$ cat config.mk
export PLATFORM = sky130hd
export DESIGN_NAME = irq_controller_18_flat
export DESIGN_NICKNAME = d
export VERILOG_FILES = /design/src/rtl/irq_pkg.sv /design/src/rtl/irq_controller_18_if.sv /design/src/rtl/rr_priority_picker_18.sv /design/src/rtl/irq_controller_18.sv /design/src/flat_wrapper.sv
export SDC_FILE = /design/constraint.sdc
export NUM_CORES = 1
export LEC_CHECK = 0
export BUFFER_PORTS_ARGS = -buffer_cell sky130_fd_sc_hd__buf_2
export CAP_MARGIN = 20
export CORE_ASPECT_RATIO = 1.1
export CORE_MARGIN = 3
export CORE_UTILIZATION = 55
export DETAILED_ROUTE_END_ITERATION = 7
export PLACE_DENSITY = 0.87
export SLEW_MARGIN = 5
export SYNTH_ARGS = -nofsm -noshare
export SYNTH_HDL_FRONTEND = slang
export SYNTH_SLANG_ARGS = --single-unit
$ cat constraint.sdc
create_clock -name Clock -period 5.2 [get_ports Clock]
set_input_delay 0.78 -clock Clock [delete_from_list [all_inputs] [get_ports Clock]]
set_output_delay 0.78 -clock Clock [all_outputs]
set_load 0.05 [all_outputs]
$ cat src/rtl/irq_pkg.sv
// irq_pkg: shared constants, FSM encoding and pointer wrap rule for irq_controller_18
package irq_pkg;
    localparam int NUM_SOURCES = 18;
    localparam int ID_WIDTH = 5;
    localparam logic [ID_WIDTH-1:0] LAST_ID = 5'd17;
    typedef enum logic [1:0] {IDLE = 2'd0, REQ = 2'd1, SERVICE = 2'd2} state_e;
    function automatic logic [ID_WIDTH-1:0] next_rr(input logic [ID_WIDTH-1:0] id);
        return (id == LAST_ID) ? '0 : id + 1'b1;
    endfunction
endpackage

$ cat src/rtl/irq_controller_18_if.sv
// irq_controller_18_if: request/enable inputs and CPU handshake of the interrupt controller
interface irq_controller_18_if;
    import irq_pkg::*;
    logic [NUM_SOURCES-1:0] Requests;
    logic [NUM_SOURCES-1:0] EnableMask;
    logic                   IrqAck;
    logic                   IrqDone;
    logic                   IrqOut;
    logic [ID_WIDTH-1:0]    IrqId;
    logic                   AnyPending;
    logic                   Busy;
    modport master(output Requests, EnableMask, IrqAck, IrqDone, input IrqOut, IrqId, AnyPending, Busy);
    modport slave(input Requests, EnableMask, IrqAck, IrqDone, output IrqOut, IrqId, AnyPending, Busy);
endinterface

$ cat src/rtl/rr_priority_picker_18.sv
// rr_priority_picker_18: first set bit of masked scanning upward from rr with wrap 17 -> 0
module rr_priority_picker_18
    import irq_pkg::*;
(
    input  logic [NUM_SOURCES-1:0] masked_i,
    input  logic [ID_WIDTH-1:0]    rr_i,
    output logic                   found_o,
    output logic [ID_WIDTH-1:0]    winner_o
);
    logic [NUM_SOURCES-1:0] rot;
    logic [ID_WIDTH-1:0]    off;
    logic [ID_WIDTH:0]      sum;
    // bit j of rot is source (j + rr) mod 18, so the lowest set bit is the nearest winner
    assign rot = NUM_SOURCES'({masked_i, masked_i} >> rr_i);
    always_comb begin
        off = '0;
        for (int j = NUM_SOURCES - 1; j >= 0; j--)
            if (rot[j]) off = ID_WIDTH'(j);
    end
    assign found_o  = |masked_i;
    assign sum      = {1'b0, off} + {1'b0, rr_i};
    assign winner_o = (sum >= (ID_WIDTH+1)'(NUM_SOURCES)) ? ID_WIDTH'(sum - (ID_WIDTH+1)'(NUM_SOURCES)) : sum[ID_WIDTH-1:0];
endmodule

$ cat src/rtl/irq_controller_18.sv
// irq_controller_18: edge-captured pending sources sequenced to the CPU over IrqOut/IrqAck/IrqDone
module irq_controller_18
    import irq_pkg::*;
#(
    parameter logic [NUM_SOURCES-1:0] InvertMask = '0,
    parameter bit                     RoundRobin = 1'b1
) (
    input logic                Clock,
    input logic                Reset,
    irq_controller_18_if.slave bus
);
    state_e                 state_q;
    logic [NUM_SOURCES-1:0] prev_q, pending_q, pending_d, real_lvl, masked, clr;
    logic [ID_WIDTH-1:0]    rr_q, id_q, winner;
    logic                   irq_q, busy_q, found;
    assign real_lvl  = bus.Requests ^ InvertMask;
    assign masked    = pending_q & bus.EnableMask;
    assign clr       = (state_q == REQ && bus.IrqAck) ? NUM_SOURCES'(1) << id_q : '0;
    // a new event wins over the ack clear in the same cycle
    assign pending_d = (pending_q & ~clr) | (real_lvl & ~prev_q);
    rr_priority_picker_18 u_picker (
        .masked_i(masked),
        .rr_i    (rr_q),
        .found_o (found),
        .winner_o(winner)
    );
    always_ff @(posedge Clock) begin
        prev_q <= real_lvl;
        if (Reset) begin
            pending_q <= '0;
            state_q   <= IDLE;
            irq_q     <= 1'b0;
            busy_q    <= 1'b0;
            id_q      <= '0;
            rr_q      <= '0;
        end else begin
            pending_q <= pending_d;
            case (state_q)
                IDLE: if (found) begin
                    id_q    <= winner;
                    irq_q   <= 1'b1;
                    state_q <= REQ;
                end
                REQ: if (bus.IrqAck) begin
                    irq_q   <= 1'b0;
                    busy_q  <= 1'b1;
                    state_q <= SERVICE;
                end else if (!bus.EnableMask[id_q]) begin
                    irq_q   <= 1'b0;
                    state_q <= IDLE;
                end
                SERVICE: if (bus.IrqDone) begin
                    busy_q  <= 1'b0;
                    rr_q    <= RoundRobin ? next_rr(id_q) : '0;
                    state_q <= IDLE;
                end
                default: state_q <= IDLE;
            endcase
        end
    end
    assign bus.IrqOut     = irq_q;
    assign bus.IrqId      = id_q;
    assign bus.Busy       = busy_q;
    assign bus.AnyPending = |masked;
endmodule

$ cat src/flat_wrapper.sv
// flat-port wrapper written by rule: the top's interface ports become plain ports
module irq_controller_18_flat import irq_pkg::*;
#(
    parameter logic [NUM_SOURCES-1:0] InvertMask = '0,
    parameter bit                     RoundRobin = 1'b1
)
  (Clock, Reset, bus_Requests, bus_EnableMask, bus_IrqAck, bus_IrqDone, bus_IrqOut, bus_IrqId, bus_AnyPending, bus_Busy);
  irq_controller_18_if bus_i ();
  input logic Clock;
  input logic Reset;
  input wire logic [$bits(bus_i.Requests)-1:0] bus_Requests;
  input wire logic [$bits(bus_i.EnableMask)-1:0] bus_EnableMask;
  input wire logic [$bits(bus_i.IrqAck)-1:0] bus_IrqAck;
  input wire logic [$bits(bus_i.IrqDone)-1:0] bus_IrqDone;
  output wire logic [$bits(bus_i.IrqOut)-1:0] bus_IrqOut;
  output wire logic [$bits(bus_i.IrqId)-1:0] bus_IrqId;
  output wire logic [$bits(bus_i.AnyPending)-1:0] bus_AnyPending;
  output wire logic [$bits(bus_i.Busy)-1:0] bus_Busy;
  assign bus_i.Requests = bus_Requests;
  assign bus_i.EnableMask = bus_EnableMask;
  assign bus_i.IrqAck = bus_IrqAck;
  assign bus_i.IrqDone = bus_IrqDone;
  assign bus_IrqOut = bus_i.IrqOut;
  assign bus_IrqId = bus_i.IrqId;
  assign bus_AnyPending = bus_i.AnyPending;
  assign bus_Busy = bus_i.Busy;
  irq_controller_18 #(.InvertMask(InvertMask), .RoundRobin(RoundRobin)) u_core (.Clock(Clock), .Reset(Reset), .bus(bus_i));
endmodule
Word level (Yosys, flattened, before mapping)
Cells that the tools add are included.

Logic and storage cells: 72. Output and inout bits: 8. Input port bits: 40. Register bits: 50.

Magnitude comparators: 2. Bitwise logic cells: 6. Equal/unequal tests: 7. Add/subtract/negate cells: 3. Shift-type cells: 2. Reduce and logical (&&, ||, !) cells: 10. Multiplexer cells: 35.

Operators with widths (count): $mux 5 (20); $and 18x18->18 (3); $not 18->18 (2); $shr 36x5->18 (1); $mux 18 (1); $or 18x18->18 (1); $reduce_or 18->1 (1); $shl 1x5->18 const A (1); $reduce_and 3->1 (3); $mux 2 (4); $add 5x5->6 (1); $ge 6x5->1 const B (1); $lt 5x6->1 const B (1); $mux 1 (6); $ne 2x2->1 const B (3); $pmux 2 s3 (1); $add 5x1->5 const B (1); $bmux 1 s5 (1); $eq 5x5->1 const B (1); $sub 5x5->5 const B (1); $pmux 1 s2 (2); $reduce_and 2->1 (2); $reduce_bool 2->1 (2); $ne 3x3->1 const B (1); 4 further kinds (4).

Longest topological paths before layout
Word-level depth: 23. Depth in mapped cells: 21. Mapped depth without buffers: 18.

Modules after synthesis
From an unflattened synthesis, not the netlist that was laid out.

Cells, all modules: 473. Area total of the unflattened synthesis: 4065.1 um^2.

Modules (own cells, without submodules): irq_controller_18 (instances 1, seq. area each 1001.0 um^2, area each 2138.3 um^2, cells an instance 238); rr_priority_picker_18 (instances 1, seq. area each 0.0 um^2, area each 1926.8 um^2, cells an instance 235).

Worst setup path after synthesis
OpenSTA, ideal clock, no wires.

Kind: in2reg. Start point: input bus_EnableMask[1]. End point: register u_core.id_q[3] (netlist: u_core.bus.IrqId[3]). Data arrival time: 4.447 ns. Setup time: 0.170 ns. Stages: 17. Path slack: 0.583 ns. Data required time: 5.030 ns. Path buffers: 0. Path through: and2_0 mux4_2 mux2_4 mux4_2 or2_4 a2111oi_2 a211o_1 a2bb2oi_1 fa_1 a21o_1 a21oi_1 xnor2_1 inv_1 o21a_1 nor2b_1 xnor2_1 a211oi_1.

Longest elaborated chain between the ends: 23. Elaborated cells on any way between the ends: 26. Classes of those cells: add/sub (2); order compare (1); shift (1); mux (19); bitwise (1); reduce/logical (2).

Ends and longest elaborated chain: start, declared (RTL line flat_wrapper.sv:12) `input wire logic [$bits(bus_i.EnableMask)-1:0] bus_EnableMask;`; $and 18x18->18 * (RTL line irq_controller_18.sv:17) `assign masked = pending_q & bus.EnableMask;`; $shr 36x5->18 (RTL line rr_priority_picker_18.sv:14) `assign rot = NUM_SOURCES'({masked_i, masked_i} >> rr_i);`; $mux 5 (18 in a row) (RTL line rr_priority_picker_18.sv:18) `if (rot[j]) off = ID_WIDTH'(j);`; $add 5x5->6 (RTL line rr_priority_picker_18.sv:21) `assign sum = {1'b0, off} + {1'b0, rr_i};`; $sub 5x5->5 or $ge 6x5->1 (tied branches) (RTL line rr_priority_picker_18.sv:22) `assign winner_o = (sum >= (ID_WIDTH+1)'(NUM_SOURCES)) ? ID_WIDTH'(sum - (ID_WIDTH+1)'(NUM_SOURCES)) : sum[ID_W ...`; $mux 5 (RTL line rr_priority_picker_18.sv:22); end signal, assigned (RTL line irq_controller_18.sv:40) `id_q <= winner;`; end, declared (RTL line irq_controller_18.sv:14) `logic [ID_WIDTH-1:0] rr_q, id_q, winner;`.

Every way passes the cells marked *; elsewhere a longest branch is shown, timed or not. A chain may end at the register's enable or synchronous reset.

Worst setup path after layout
Start point: register u_core.rr_q[0]. End point: register u_core.id_q[3] (netlist: u_core.bus.IrqId[3]).

Longest elaborated chain between the ends: 22. Elaborated cells on any way between the ends: 23. Classes of those cells: add/sub (2); order compare (1); shift (1); mux (19).

Ends and longest elaborated chain: start, declared (RTL line irq_controller_18.sv:14); start signal, assigned (RTL line irq_controller_18.sv:54) `rr_q <= RoundRobin ? next_rr(id_q) : '0;`; $shr 36x5->18 (RTL line rr_priority_picker_18.sv:14); $mux 5 (18 in a row) (RTL line rr_priority_picker_18.sv:18); $add 5x5->6 * (RTL line rr_priority_picker_18.sv:21); $sub 5x5->5 or $ge 6x5->1 (tied branches) (RTL line rr_priority_picker_18.sv:22); $mux 5 * (RTL line rr_priority_picker_18.sv:22).

Marks and branches as above.

==> results.toml <==
[timing]
rsz0062_at_grt = "no"
max_clock_freq_ghz = 0.210
fin_crit_ns = 4.75
max_slew_margin_pct = 54.5
slew_violations = 0
finalHoldViolations = 0
setup_slack_ns = 0.449
fin_setup_tns_ns = 0
setup_viol = 0
fin_skew_ns = 0.00606
post-route-period-util_pct = 91.4
worstMarginPinSlew_ns = 0.681

[yosys]
ys_warn_count = 0
syn_nets = 536
seq_area_frac_synth_pct = 23.6
ys.flop_type = "dfxtp_1"
synth_cell_type_count = 65
synth.avg_cell_area_um2 = 8.76
yosysTopAreaCellShare_pct = 23.6
async_flop_share_pct = 0
synth_cells = 483
synth_area_leader_cell = "dfxtp_1"
synth_seq_cells = 50
ys_top_cells_by_area = "dfxtp_1, mux4_2, nand2_1"
synth_edf_count = 0
syn-cell-area_um2 = 4230

[min_path]
hp-class = "flop to flop"

[detailed_routing]
drt_pass1_iterations = 5
routed_wl_um = 12000
wire_per_inst_um = 19.2
viasPerCell = 6.60
drt_iter0_markers = 400
drcViolationCount = 0
vias = 4100
antenna_left = 0

[power_and_ir_drop]
leakage_nw = 1.79
vdd_drop_max_uv = 308
power_density_nw_per_um2 = 236

[run_status]
outcome = "finished clean"

[floorplan]
die_area_um2 = 8790
rows = 32
fp.dieW_um = 89.6
die-height_um = 98.0
start_util_pct = 58.4
core_area_um2 = 7250
io_pins = 48

[clock_network]
postCtsSetupRepairBufs = 0
clock-sinks = 50
htreeDepth = 2
post_cts_resized = 0
cts_buffers = 5
cts_tree = "yes"
path_clk_slew_ns = 0.08
hold_buffers = 0
root_buffer = "clkbuf_8"
worstSkewPairLatency_ns = 0.30
cts.path.max_buffers = 2

[critical_path]
start_kind = "flop"
critPathMaxFanout = 31
crit_path_frequent_cell = "xnor2_1"
critPathRequiredTime_ns = 5.41
path_class = "flop to flop"
cp-end-kind = "flop"
cp.arrival_ns = 4.97
crit_chain = "buf_4, nand4bb_1, a31oi_1, or2_1, mux4_2, or2_4, a2111oi_2, a211o_1, a2bb2oi_1, fa_1, a21o_1, a21oi_1, xnor2_1, inv_1, o21a_1, nor2b_1, xnor2_1, a211oi_1"
slowest_delay_ns = 0.60
slowest_stage = "dfxtp_4"

[placement]
routabilityCongestion = 0.969
dpl.hpwl_um = 9410
post-place-ws_ns = 0.229
io_buffers = 47
dp_cells = 613

[global_route]
grtUsageTotal_pct = 28.0
antenna_found_initial = 0
grt_overflow_total = 0
grt_pass1_vias = 3920
grt_max_degree = 33
grt_pass1_wl_um = 19300

[finish]
stdcell_count = 621
drive_gt1_share_pct = 22.0
syn2layout_area_growth_pct = 9.13
num_antenna_cells = 0
fin_nets = 571
fillCellCount = 604
final_cell_mix = "nand2_1, dfxtp_1, buf_2"

[run]
max_cap_viol_count = 0
state kept, by name (all words and copies together), names as in the netlist:
name,count
u_core.bus.Busy,1
u_core.bus.IrqId,5
u_core.bus.IrqOut,1
u_core.prev_q,18
u_core.pending_q,18
u_core.rr_q,5
u_core.state_q,2
worst max-delay path: cells and delay by family (launching register included):
family	cells	cell delay [ns]
fa+ha+maj	1	0.43
compound gates	8	1.52
flops	1	0.60
simple gates	4	0.98
buf+inv	2	0.36
xor+xnor	2	0.27
mux	1	0.49
kinds of logic after synthesis:
logic type | synth area share (%)
simple gates | 26.6
compound gates | 15.7
xor+xnor | 1.45
fa+ha+maj | 4.02
buf+inv | 5.17
mux | 23.5
flops | 23.6
report_power, final:
group	switching [mW]	total (mW)	internal [mW]
clock network	0.121	0.228	0.107
logic	0.228	0.390	0.162
registers	0.0578	0.472	0.414
total	0.406	1.09	0.684
final timing paths:
kind | startpoint | depth (start not counted) | end | slack (ns)
max | u_core.rr_q[0] | 18 | u_core.bus.IrqId[3] | 0.45
min | u_core.bus.IrqOut | 2 | u_core.bus.IrqOut | 0.49
max reg2reg | u_core.rr_q[0] | 18 | u_core.bus.IrqId[3] | 0.45
min reg2reg | u_core.bus.IrqOut | 2 | u_core.bus.IrqOut | 0.49
synthesized netlist by cell type, drive strengths merged, types with 2 or more instances:
cell type  count
nor2          43
or3b           2
dfxtp         50
nor3           9
a21oi         34
nand2         48
clkbuf        17
a2111oi        2
and3           2
nand4b        10
ha            12
a21o           3
nand2b        13
nand4bb        3
or4bb          2
a211oi         9
mux2i         16
a22oi          8
or3            2
nor3b          2
inv           17
nand3         12
o22ai          4
and2          17
nand3b         3
o21bai         2
nor2b         13
mux4          33
or2            3
mux2           7
xnor2          7
a2bb2oi        2
a31oi          4
a22o           2
and4           5
o21ai         19
o211ai         5
nand4         14
buf           13
per-layer routing:
metal | wire (um) | part of all wire (%) | global-route usage (%)
met5 | 0 | 0 | 0
met3 | 931 | 7.8 | 5.06
met4 | 549 | 4.6 | 13.9
met1 | 4630 | 39 | 35.9
met2 | 5840 | 49 | 44.7
cell type report:
| cell class | instances | area (um2) | share of cell area [%] |
|---|---|---|---|
| inverters | 17 | 63.8 | 1.38 |
| clock inverters | 1 | 5.00 | 0.108 |
| clock buffers | 7 | 86.3 | 1.87 |
| well taps | 102 | 128 | 2.76 |
| flip-flops and latches | 50 | 1010 | 21.8 |
| repair buffers | 58 | 318 | 6.88 |
| multi-input cells | 386 | 3010 | 65.2 |
metrics by stage:
stage	total power [mW]	instance area [um2]	hold slack, ns	util [%]
after floorplan	0.749	4230	0.462	-
after global placement	0.849	4520	0.465	62.4
after detailed placement	0.862	4520	0.474	62.4
after CTS	1.09	4620	0.491	63.7
after global routing	1.15	4620	0.509	63.7
final	1.09	4620	0.488	63.7
No activity file was read; power rests on OpenSTA's default activity.
